--- config.mk ---
export PLATFORM = sky130hd
export DESIGN_NAME = mem_arbiter
export DESIGN_NICKNAME = d
export VERILOG_FILES = /design/src/rtl/mem_arbiter.sv
export SDC_FILE = /design/constraint.sdc
export NUM_CORES = 1
export LEC_CHECK = 0
export CAP_MARGIN = 10
export CORE_MARGIN = 2
export CORE_UTILIZATION = 34
export DETAILED_ROUTE_END_ITERATION = 7
export PLACE_DENSITY = 0.82
export RECOVER_POWER = 50
export SLEW_MARGIN = 10
export SYNTH_ARGS = -nofsm -noshare
export SYNTH_HDL_FRONTEND = slang
export SYNTH_SLANG_ARGS = --single-unit
--- constraint.sdc ---
create_clock -name clk -period 2.5 [get_ports clk]
set_input_delay 0.375 -clock clk [delete_from_list [all_inputs] [get_ports clk]]
set_output_delay 0.375 -clock clk [all_outputs]
set_load 0.01 [all_outputs]
--- src/rtl/mem_arbiter.sv ---
// Round-robin arbiter: fetch (i_*) and load/store (d_*) ports share one req/ack memory; grant-to-mem_req is 1 cycle.
// Losing or later requests wait indefinitely. MEM_ARB_TIMEOUT_EN adds an ack timeout that ends the access with x_err.
module mem_arbiter #(
  parameter int ADDR_W  = 32,
  parameter int DATA_W  = 32,
  parameter int TIMEOUT = 16
) (
  input  logic              clk,
  input  logic              reset,
  input  logic              i_req,
  input  logic [ADDR_W-1:0] i_addr,
  output logic              i_ack,
  output logic [DATA_W-1:0] i_rdata,
  output logic              i_err,
  input  logic              d_req,
  input  logic [ADDR_W-1:0] d_addr,
  input  logic              d_we,
  input  logic [DATA_W-1:0] d_wdata,
  input  logic [1:0]        d_width,
  input  logic              d_extend,
  output logic              d_ack,
  output logic [DATA_W-1:0] d_rdata,
  output logic              d_err,
  output logic              mem_req,
  output logic [ADDR_W-1:0] mem_addr,
  output logic              mem_write,
  output logic [DATA_W-1:0] mem_wdata,
  output logic [1:0]        mem_width,
  output logic              mem_extend,
  input  logic              mem_ack,
  input  logic [DATA_W-1:0] mem_rdata
);

  typedef enum logic [1:0] {IDLE, BUSY_I, BUSY_D} state_t;

  state_t state, state_nxt;
  logic   last, last_nxt;   // 1 = load/store port won most recently
  logic   grant_i, grant_d;
  logic   abort;

`ifdef MEM_ARB_TIMEOUT_EN
  localparam int TW = (TIMEOUT > 1) ? $clog2(TIMEOUT) : 1;
  logic [TW-1:0] tcnt;

  assign abort = (state != IDLE) && !mem_ack && (tcnt == TW'(TIMEOUT - 1));

  always_ff @(posedge clk or posedge reset) begin
    if (reset)
      tcnt <= '0;
    else if (grant_i || grant_d)
      tcnt <= '0;
    else if (state != IDLE && !mem_ack)
      tcnt <= tcnt + 1'b1;
  end
`else
  logic [31:0] unused_timeout;
  assign unused_timeout = 32'(TIMEOUT);
  assign abort = 1'b0;
`endif

  always_comb begin
    state_nxt = state;
    last_nxt  = last;
    grant_i   = 1'b0;
    grant_d   = 1'b0;
    case (state)
      IDLE: begin
        if (i_req && d_req) begin
          grant_i = last;
          grant_d = !last;
        end else begin
          grant_i = i_req;
          grant_d = d_req;
        end
      end
      // the port being acked is never re-granted here; only the other port can take over
      BUSY_I: begin
        if (mem_ack) begin
          if (d_req) grant_d = 1'b1;
          else       state_nxt = IDLE;
        end else if (abort) begin
          state_nxt = IDLE;
        end
      end
      BUSY_D: begin
        if (mem_ack) begin
          if (i_req) grant_i = 1'b1;
          else       state_nxt = IDLE;
        end else if (abort) begin
          state_nxt = IDLE;
        end
      end
      default: state_nxt = IDLE;
    endcase
    if (grant_i) begin
      state_nxt = BUSY_I;
      last_nxt  = 1'b0;
    end
    if (grant_d) begin
      state_nxt = BUSY_D;
      last_nxt  = 1'b1;
    end
  end

  always_ff @(posedge clk or posedge reset) begin
    if (reset) begin
      state      <= IDLE;
      last       <= 1'b1;
      mem_req    <= 1'b0;
      mem_addr   <= '0;
      mem_write  <= 1'b0;
      mem_wdata  <= '0;
      mem_width  <= 2'b00;
      mem_extend <= 1'b0;
    end else begin
      state <= state_nxt;
      last  <= last_nxt;
      if (grant_i) begin
        mem_req    <= 1'b1;
        mem_addr   <= i_addr;
        mem_write  <= 1'b0;
        mem_wdata  <= '0;
        mem_width  <= 2'b10;
        mem_extend <= 1'b0;
      end else if (grant_d) begin
        mem_req    <= 1'b1;
        mem_addr   <= d_addr;
        mem_write  <= d_we;
        mem_wdata  <= d_wdata;
        mem_width  <= d_width;
        mem_extend <= d_extend;
      end else if (state_nxt == IDLE) begin
        mem_req    <= 1'b0;
      end
    end
  end

  assign i_ack   = (state == BUSY_I) && (mem_ack || abort);
  assign d_ack   = (state == BUSY_D) && (mem_ack || abort);
  assign i_err   = (state == BUSY_I) && abort;
  assign d_err   = (state == BUSY_D) && abort;
  assign i_rdata = mem_rdata;
  assign d_rdata = mem_rdata;

endmodule

# After elaboration in Yosys (flattened, before gate mapping)
# Index checks and enable logic that the tools add are counted.
# op_classes
reduce_logical,8
n_eq_ne,2
n_mux,30
# ops
cell,n
two-way mux 32 bit,4
two-way mux 2 bit,8
two-way mux 1 bit,15
one-hot mux 2 bit (3 select lines),1
logical NOT 2 bit,2
one-hot mux 1 bit (2 select lines),2
logical AND 1 bit,3
nonzero test 3 bit,1
"== test 2 x 1 -> 1 bit, second input constant",1
"== test 2 bit, second input constant",1
nonzero test 2 bit,1
logical NOT 1 bit,1
# word_totals
regBits,72
elab_cells,48
inputBits,137

# Longest topological paths before layout
# Gate-level depths: netlist of run 1.
# logic_depth
depth_word,9
depth_mapped,8

# Worst setup path before layout of run 1
# OpenSTA, ideal clock, no wires.
# synth_timing
path_kind,reg2reg
from,register state[0]
to,register mem_addr[10]
required_time_ns,2.379
slack_ns,0.974
stages_incl_launch_ff,8
t_arrival_ns,1.405
path_cell_list,dfrtp_1 buf_6 nand2b_1 or3_1 buf_2 buf_6 o22ai_1 nor2_1
# synth_via
elab_chain_len,3
# synth_rtl
item,line,rtl
"start, declared",36,"state_t state, state_nxt;"
"start signal, assigned",116,state <= state_nxt;
"== test 2 bit, or another cell as far along",66,case (state)
one-hot mux 1 bit (2 select lines),66,
two-way mux 32 bit or nonzero test 2 bit (tied branches),--,
"end signal, assigned",120,mem_addr <= i_addr;
"end signal, assigned",127,mem_addr <= d_addr;
"end, declared",25,"output logic [ADDR_W-1:0] mem_addr,"
# Several ways; a longest one is shown, not always the timed one.
# A chain may end at the register's enable or synchronous reset.

# Worst setup path after layout of run 1
# layout_timing
from,input mem_ack
to,output d_ack
# layout_via
elab_chain_len,1
# layout_rtl
item,line,rtl
"start, declared",30,"input logic mem_ack,"
logical AND 1 bit,139,assign d_ack = (state == BUSY_D) && (mem_ack || abort);
"end, declared",21,"output logic d_ack,"
# No other way between the ends.

==> metrics.csv, run 1 <==
metric,value,unit
failing checks,"max-capacitance violations, max-slew violations",
ratio of final minimum period to clock period,92.0,%
share of cells above drive strength 1,5.96,%
"EDFF count, synth",0,
first-pass GRT wire length,15.1,mm
measured slew at the worst slew-check pin,1730,ps
met2 WL,4.98,mm
leakage power,2.10,nW
routed length per instance,15.0,um
Final Net Count,635,
largest net degree at the start of global routing,73,
die width,106,um
Highest Signal Layer,met4,
Area Growth Syn to Fin,46.3,%
CTS tree,done,
ANT cells,0,
dominant register cell in the synthesized netlist,dfrtp_1,
metal1 wirelength,3.49,mm
status,finished with violations,
PwrDens,1140,mW/mm2
clk root buf,clkbuf_8,
Power Total,0.00594,W
"Max FO, Critical Path",8,
iteration-0 DRC count of the detailed router,200,
critical path class,in2out,
Clock Sinks,72,
CTS max path bufs,2,
Initial Util,34.8,%
H-tree Lvls,3,
Syn Std Cell Area,0.00356,mm2
initial antenna violation count,0,
Synth Instances,394,
Max Freq,0.435,GHz
"Reg clk slew, reported paths",70,ps
register area share after synthesis,50.6,%
# resized after CTS,0,
# setup viols final,0,
global-route usage over all layers,16.7,%
syn avg cell area,9.05,um2
Yosys warning total,0,
hpwl dp,6.99,mm
via count,3160,
#FFs+latches synth,72,
crit start category,primary input,
Final Worst Setup Slack,201,ps
"antenna viol nets, final",0,
die height,106,um
"Hold Violations, Final",0,
Synth cell types,27,
core area,0.0102,mm2
RSZ-0062 raised after global routing,no,
slew margin rel.,-15.5,%
Die ar.,0.0113,mm2
io pins,274,
vias per inst,4.95,
row count,37,
routed wl met3,813,um
port buffer count,175,
Worst EP required,2120,ps
MaxCap Viol Count,1,
drt pass-1 iters,4,
Clock Latency Late Sink,330,ps
grt total ovfl,0,
maximum VDD drop,0.000450,V
Residual DRC,0,
gpl congestion,0.898,
skew final,16.0,ps
total CTS buffers,9,
"wirelength, routed",9.59,mm
"Core Util, Final",51.0,%
Hold Path Class,reg2reg,
"FFs w/ async S/R, synth",100,%
Setup TNS,0,ps
Post-CTS Setup Bufs,0,
post-place setup slack,241,ps
vias in the first global route,3198,
FILL cells,948,
CP Capture Type,primary output,
"commonest non-fill, non-tap cell in the layout",clkdlybuf4s50_1,
Final Slew Violations,73,
min Tclk post-route,2300,ps
Critical Path AT,1920,ps
"commonest non-fill, non-tap cells in the layout","clkdlybuf4s50_1, dfrtp_1, nand2_1, nor3_1, nor2_1",
hold_buf cts,0,
routing by layer:
layer / vias to the layer above / track usage (%)
met3: 40 / 5.09
met2: 172 / 30.4
met5: - / 0
met1: 1480 / 17.2
met4: 0 / 8.36
li1: 1468 / -
power breakdown:
group          switching [W]  internal, W
Sequential          0.000325      0.00172
Combinational        0.00130      0.00153
Clock               0.000432     0.000644
synthesized netlist by cell type (2+ instances only):
library cell,n,area share [%]
nand2b_1,2,0.35
nor2_1,35,3.7
inv_1,6,0.63
dfrtp_1,71,50
buf_4,66,14
clkbuf_1,5,0.53
a22o_1,3,0.74
nor3_1,37,5.2
o22ai_1,32,5.6
o21ai_0,3,0.42
a21oi_1,33,4.6
buf_6,6,1.9
buf_2,16,2.2
nand2_1,66,6.9
state kept, by name, indices dropped and copies added (netlist names):
name	flops
mem_req	1
last	1
state	2
mem_addr	32
mem_write	1
mem_wdata	32
mem_extend	1
mem_width	2
worst paths after layout:
path / depth (start not counted) / to / from / slack [ps]
setup / recovery: 4 / d_ack / mem_ack / 200
hold / removal: 2 / mem_addr[21] / mem_addr[21] / 510
setup reg to reg: 5 / mem_addr[0] / state[0] / 650
hold reg to reg: 2 / mem_addr[21] / mem_addr[21] / 510
max in group asynchronous: 3 / mem_addr[13] / reset / 520
min in group asynchronous: 3 / mem_addr[27] / reset / 960
worst max-delay path, cell delays in order:
cell	delay [ps]
clkdlybuf4s50_1	620
inv_1	100
nor3_1	250
clkdlybuf4s50_1	580
cell type report:
cell class / instances / area [um2] / area share (%)
tap: 136 / 170 / 3.26
clock inverter: 4 / 75.1 / 1.44
timing repair buffer: 185 / 1870 / 35.9
inverter: 6 / 22.5 / 0.432
sequential: 72 / 1800 / 34.6
clock buffer: 12 / 165 / 3.17
multi-input combinational: 224 / 1100 / 21.2
logic make-up after synthesis:
family	count (synthesis)	synth area share, %
buf+inv	99	19.2
other cells	1	0.105
simple gates	144	17.0
compound gates	78	13.1
flops	72	50.6
stage by stage:
stage                     instance area, um2  std cells  hold WS (ps)
final                                   5220        639           508
after global routing                    5220        639           526
after CTS                               5230        639           453
after detailed placement                4990        623           484
after global placement                  4990        623           484
after floorplan                         3570        395           472
Note: power is estimated with default switching activity, not from simulation.
==> inputs of run 2 (changes only) <==
--- a/config.mk
+++ b/config.mk
@@ -8,9 +8,12 @@
 export CAP_MARGIN = 10
 export CORE_MARGIN = 2
 export CORE_UTILIZATION = 34
+export CTS_CLUSTER_SIZE = 16
 export DETAILED_ROUTE_END_ITERATION = 7
 export PLACE_DENSITY = 0.82
 export RECOVER_POWER = 50
+export REMOVE_ABC_BUFFERS = 1
+export SETUP_SLACK_MARGIN = 0.2
 export SLEW_MARGIN = 10
 export SYNTH_ARGS = -nofsm -noshare
 export SYNTH_HDL_FRONTEND = slang
==> run 2 against run 1 <==
  * The run now ends clean
  * Sequential share of layout area increased by 0.22 points
  * Total power decreased by 0.49%
  * Clock skew decreased by 4.4 ps
==> metrics.csv, run 2 (synthesized netlist as in run 1, its figures left out) <==
metric,value,unit,change
Multi-input gate area,0.00110,mm2,unchanged
placed insts,621,,was 623
register area,0.00180,mm2,unchanged
drt pass-1 iters,4,,unchanged
die width,106,um,unchanged
MaxCap Viol Count,0,,was 1
die height,106,um,unchanged
routed length per instance,22.0,um,was 15.0 um
Initial Util,34.8,%,unchanged
largest net degree at the start of global routing,67,,was 73
FILL cells,953,,was 948
Clock Sinks,72,,unchanged
CTS max path bufs,2,,unchanged
CP Capture Type,primary output,,unchanged
Hold Path Class,reg2reg,,unchanged
first-pass GRT wire length,20.1,mm,was 15.1 mm
"antenna viol nets, final",0,,unchanged
leakage power,2.09,nW,was 2.10 nW
Final Slew Violations,0,,was 73
biggest regs,"mem_addr (32), mem_wdata (32)",,unchanged
Critical Path AT,1830,ps,was 1920 ps
Max Freq,0.454,GHz,was 0.435 GHz
Final Net Count,633,,was 635
H-tree Lvls,3,,unchanged
Residual DRC,0,,unchanged
vias in the first global route,3280,,"was 3,198"
# setup viols final,0,,unchanged
gpl congestion,0.871,,was 0.898
global-route usage over all layers,24.6,%,was 16.7%
"commonest non-fill, non-tap cells in the layout","clkdlybuf4s50_1, dfrtp_1, nand2_1, nor3_1, nor2_1",,unchanged
row count,37,,unchanged
core area,0.0102,mm2,unchanged
"Core Util, Final",50.7,%,was 51.0%
maximum VDD drop,0.000543,V,was 0.000450 V
"commonest non-fill, non-tap cell in the layout",clkdlybuf4s50_1,,unchanged
CTS tree,done,,unchanged
vias per inst,5.07,,was 4.95
"Max FO, Critical Path",8,,unchanged
Comb power frac,48.3,%,was 47.5%
grt total ovfl,0,,unchanged
ratio of final minimum period to clock period,88.0,%,was 92.0%
Pint,0.00382,W,was 0.00389 W
Clock Latency Late Sink,350,ps,was 330 ps
"Hold Violations, Final",0,,unchanged
initial antenna violation count,0,,unchanged
io pins,274,,unchanged
share of cells above drive strength 1,5.79,%,was 5.96%
Sw Share,35.4,%,was 34.5%
fin cells,637,,was 639
hpwl dp,11.1,mm,was 6.99 mm
ANT cells,0,,unchanged
status,finished clean,,was finished with violations
PwrDens,1140,mW/mm2,about the same
total CTS buffers,9,,unchanged
Final Worst Setup Slack,300,ps,was 201 ps
crit start category,flip-flop,,was primary input
clk root buf,clkbuf_8,,unchanged
P_sw,0.00209,W,was 0.00205 W
Clock power frac,17.3,%,was 18.1%
skew final,11.6,ps,was 16.0 ps
"wirelength, routed",14.0,mm,was 9.59 mm
Die ar.,0.0113,mm2,unchanged
min Tclk post-route,2200,ps,was 2300 ps
critical path class,reg2out,,was in2out
slack of the worst reg-to-reg path,760,ps,was 650 ps
port buffer count,175,,unchanged
post-place setup slack,205,ps,was 241 ps
Worst EP required,2120,ps,about the same
via count,3229,,"was 3,160"
RSZ-0062 raised after global routing,no,,unchanged
iteration-0 DRC count of the detailed router,197,,was 200
Area Growth Syn to Fin,45.4,%,was 46.3%
"Reg clk slew, reported paths",80,ps,was 70 ps
measured slew at the worst slew-check pin,862,ps,was 1730 ps
sequential share of power,34.5,%,was 34.4%
slew margin rel.,42.2,%,was -15.5%
-- run 2: changes by cell type in the layout (fill, tap and decap cells not counted), sizes merged --
| cell | change |
|---|---|
| buf | -2 |
| clkinv | +2 |
| dlygate4sd2 | +1 |
| clkbuf | -2 |
| clkdlybuf4s50 | -2 |
| dlygate4sd3 | +1 |
-- run 2: path summary, 6_finish.rpt --
| kind | start | to | cells past startpoint |
|---|---|---|---|
| worst max-delay path | state[1] | d_ack | 3 |
| worst min-delay path | mem_addr[25] | mem_addr[25] | 2 |
| worst max register to register | state[0] | mem_wdata[5] | 5 |
| worst min register to register | mem_addr[25] | mem_addr[25] | 2 |
| max in group asynchronous | reset | mem_addr[5] | 3 |
| min in group asynchronous | reset | mem_addr[17] | 2 |
-- run 2: layout make-up --
type	count	share of cell area (%)
tap	136	3.28
timing repair buffer	183	35.9
inverter	6	0.459
sequential	72	34.8
multi-input combinational	224	21.3
clock inverter	6	1.59
clock buffer	10	2.66
-- run 2: power groups by stage --
stage	Clock, W	Sequential [W]	Combinational, W
final	0.00102	0.00204	0.00285
after global routing	0.00109	0.00211	0.00308
after CTS	0.00105	0.00204	0.00288
after detailed placement	0	0.00205	0.00288
after global placement	0	0.00203	0.00281
after floorplan	0	0.00229	0.000942
-- run 2: per-layer routing --
layer  routed length (um)  track usage, %
met1                 4600            23.3
met2                 6790            40.8
met3                 2100            16.0
met4                  448            11.1
met5                   94            6.67
-- run 2: metrics by stage --
step / power (W) / hold WS [ps] / setup TNS (ps) / cell area (um2)
after floorplan: 0.00323 / 472 / -123640 / 2910
after global placement: 0.00484 / 483 / 0 / 4980
after detailed placement: 0.00493 / 484 / 0 / 4980
after CTS: 0.00597 / 300 / 0 / 5190
after global routing: 0.00628 / 528 / 0 / 5180
final: 0.00591 / 505 / 0 / 5180
-- run 2: critical path: stages, from the launching register on --
cell and delay, ps:
dfrtp_1 470, inv_1 150, nor3_1 270, clkdlybuf4s50_1 600
-- run 2: what timing repair did --
action                     CTS  global route
buffers inserted             0             0
setup endpoints to repair    1             0
hold endpoints to repair     0             0
hold buffers                 0             0
resized for setup            1             0
==> inputs of run 3 (changes only) <==
--- a/config.mk
+++ b/config.mk
@@ -7,10 +7,11 @@
 export LEC_CHECK = 0
 export CAP_MARGIN = 10
 export CORE_MARGIN = 2
-export CORE_UTILIZATION = 34
+export CORE_UTILIZATION = 30
 export CTS_CLUSTER_SIZE = 16
 export DETAILED_ROUTE_END_ITERATION = 7
-export PLACE_DENSITY = 0.82
+export GPL_ROUTABILITY_DRIVEN = 0
+export PLACE_DENSITY = 0.74
 export RECOVER_POWER = 50
 export REMOVE_ABC_BUFFERS = 1
 export SETUP_SLACK_MARGIN = 0.2
==> run 3 against run 2 <==
  * The run now ends with design-rule violations, max-capacitance violations, max-slew violations left
  * Cell area increased by 2.1%
  * Die area grew 13%
  * Count of clock-buffer cells in the layout is 1 lower
  * Fmax decreased by 1.1%
  * Critical path depth unchanged
  * Hold slack worse by 0.69 ps
  * Total power up 5.5%
  * Non-clock buffer count grew 2
  * Sequential share of layout area down 0.72 points
  * Critical endpoint is now i_ack
  * Largest cell class unchanged
  * Largest power group unchanged
  * Highest routed layer unchanged
==> metrics.csv, run 3 (synthesized netlist as in run 1, its figures left out) <==
metric,value,unit,change
Worst EP required,2120,ps,about the same
PwrDens,1180,mW/mm2,was 1140 mW/mm2
worst-case reg-to-reg path depth,5,,unchanged
H-tree Lvls,3,,unchanged
min Tclk post-route,2220,ps,was 2200 ps
reg2reg end,mem_addr[7],,was mem_wdata[5]
Post-Layout Inst Area,0.00529,mm2,was 0.00518 mm2
critical path class,in2out,,was reg2out
min-delay src,mem_wdata[8],,was mem_addr[25]
Worst path depth,3,,unchanged
Setup crit start,mem_ack,,was state[1]
Initial Util,31.0,%,was 34.8%
CP cell instances,dlygate4sd3_1 -> and3b_1 -> clkdlybuf4s50_1,,was inv_1 -> nor3_1 -> clkdlybuf4s50_1
global-route usage over all layers,22.0,%,was 24.6%
initial antenna violation count,0,,unchanged
Max Freq,0.450,GHz,was 0.454 GHz
Hold Path Class,reg2reg,,unchanged
FILL cells,1116,,was 953
grt total ovfl,0,,unchanged
measured slew at the worst slew-check pin,1620,ps,was 862 ps
Crit path largest cell delay,680,ps,was 600 ps
Final Slew Violations,73,,was 0
r2r startpoint,state[0],,unchanged
"Max FO, Critical Path",8,,unchanged
share of cells above drive strength 1,5.96,%,was 5.79%
drt pass-1 iters,8,,was 4
crit path max-delay cell type,dlygate4sd3_1,,was clkdlybuf4s50_1
RSZ-0062 raised after global routing,no,,unchanged
slew margin rel.,-7.79,%,was 42.2%
routed length per instance,22.0,um,about the same
first-pass GRT wire length,20.6,mm,was 20.1 mm
slack of the worst reg-to-reg path,640,ps,was 760 ps
port buffer count,175,,unchanged
CTS tree,done,,unchanged
Fin Hold WS,504,ps,was 505 ps
crit start category,primary input,,was flip-flop
Critical Path AT,1850,ps,was 1830 ps
io pins,274,,unchanged
placed cell areas,0.00499,mm2,was 0.00498 mm2
"Hold Violations, Final",0,,unchanged
"wirelength, routed",14.2,mm,was 14.0 mm
iteration-0 DRC count of the detailed router,220,,was 197
ratio of final minimum period to clock period,89.0,%,was 88.0%
"commonest non-fill, non-tap cells in the layout","clkdlybuf4s50_1, dfrtp_1, nand2_1, nor3_1, nor2_1",,unchanged
CP Capture Type,primary output,,unchanged
Die ar.,0.0128,mm2,was 0.0113 mm2
status,finished with violations,,was finished clean
hpwl dp,11.3,mm,was 11.1 mm
ANT cells,0,,unchanged
CTS max path bufs,2,,unchanged
Residual DRC,19,,was 0
failing checks,"design-rule violations, max-capacitance violations, max-slew violations",,
"antenna viol nets, final",0,,unchanged
Final Net Count,635,,was 633
worst path bufs/invs,2,,unchanged
row count,39,,was 37
via count,3217,,"was 3,229"
MaxCap Viol Count,1,,was 0
# setup viols final,0,,unchanged
Clock Sinks,72,,unchanged
Clock Latency Late Sink,330,ps,was 350 ps
"Reg clk slew, reported paths",50,ps,was 80 ps
Area Growth Syn to Fin,48.4,%,was 45.4%
vias per inst,4.98,,was 5.07
vias in the first global route,3434,,"was 3,280"
total CTS buffers,9,,unchanged
Min-Delay Path Depth,1,,was 2
WHS Endpoint,mem_wdata[8],,was mem_addr[25]
clk root buf,clkbuf_16,,was clkbuf_8
largest net degree at the start of global routing,73,,was 67
leakage power,2.13,nW,was 2.09 nW
die height,113,um,was 106 um
biggest regs,"mem_addr (32), mem_wdata (32)",,unchanged
"commonest non-fill, non-tap cell in the layout",clkdlybuf4s50_1,,unchanged
die width,113,um,was 106 um
maximum VDD drop,0.000431,V,was 0.000543 V
skew final,6.76,ps,was 11.6 ps
core area,0.0115,mm2,was 0.0102 mm2
CP top delay family,buffers and inverters,,unchanged
## run 3: cell count changes in the layout (fill, tap and decap cells not counted), moves of 2 or more
cell        change
clkinv_2        -2
clkinvlp_4      +2
clkbuf_8       -10
clkbuf_16       +9
buf_4           +3
## run 3: worst max path at each step
| stage | endpoint | slack (ps) |
|---|---|---|
| floorplan | mem_wdata[6] | -2180 |
| global placement | d_ack | 270 |
| detailed placement | d_ack | 210 |
| CTS | i_ack | 360 |
| global route | i_ack | 250 |
| finish | i_ack | 280 |
## run 3: routing by layer
metal	wire length (um)	GRT usage (%)
met2	6670	35.8
met3	2070	14.1
met5	85	5.10
met1	5210	23.8
met4	182	4.80
## run 3: worst register-to-register path, cell delays in order, from the launching register on
cell and delay [ps]:
dfrtp_1 500, nand2b_1 240, or3_1 530, buf_12 240, o22ai_1 160, nor2_1 80
## run 3: stage by stage
step	util [%]	worst slack (ps)	instances	setup TNS [ps]	total power, W
detailed placement	43.3	214	630	0	0.00493
floorplan	-	-2180	302	-123640	0.00323
finish	45.9	276	646	0	0.00624
global route	45.9	250	646	0	0.00666
CTS	46.1	356	646	0	0.00632
global placement	43.3	267	630	0	0.00483
## run 3: layout make-up
class                      count  area [um2]  share of cell area (%)
timing repair buffer         185        1860                    35.2
multi-input combinational    224        1100                    20.9
clock inverter                 7        96.3                    1.82
tap                          143         179                    3.38
inverter                       6        22.5                   0.426
clock buffer                   9         225                    4.26
sequential                    72        1800                    34.1
## run 3: report_power, final
group          internal (W)  switching (W)
Sequential          0.00172       0.000331
Clock              0.000872       0.000489
Combinational       0.00151        0.00132
Total               0.00411        0.00214
## run 3: what timing repair did
item | in CTS | in global routing
resized for setup | 1 | 0
buffers inserted | 0 | 0
setup endpoints to repair | 1 | 0
endpoints found under the hold margin | 0 | 0
hold buffers | 0 | 0
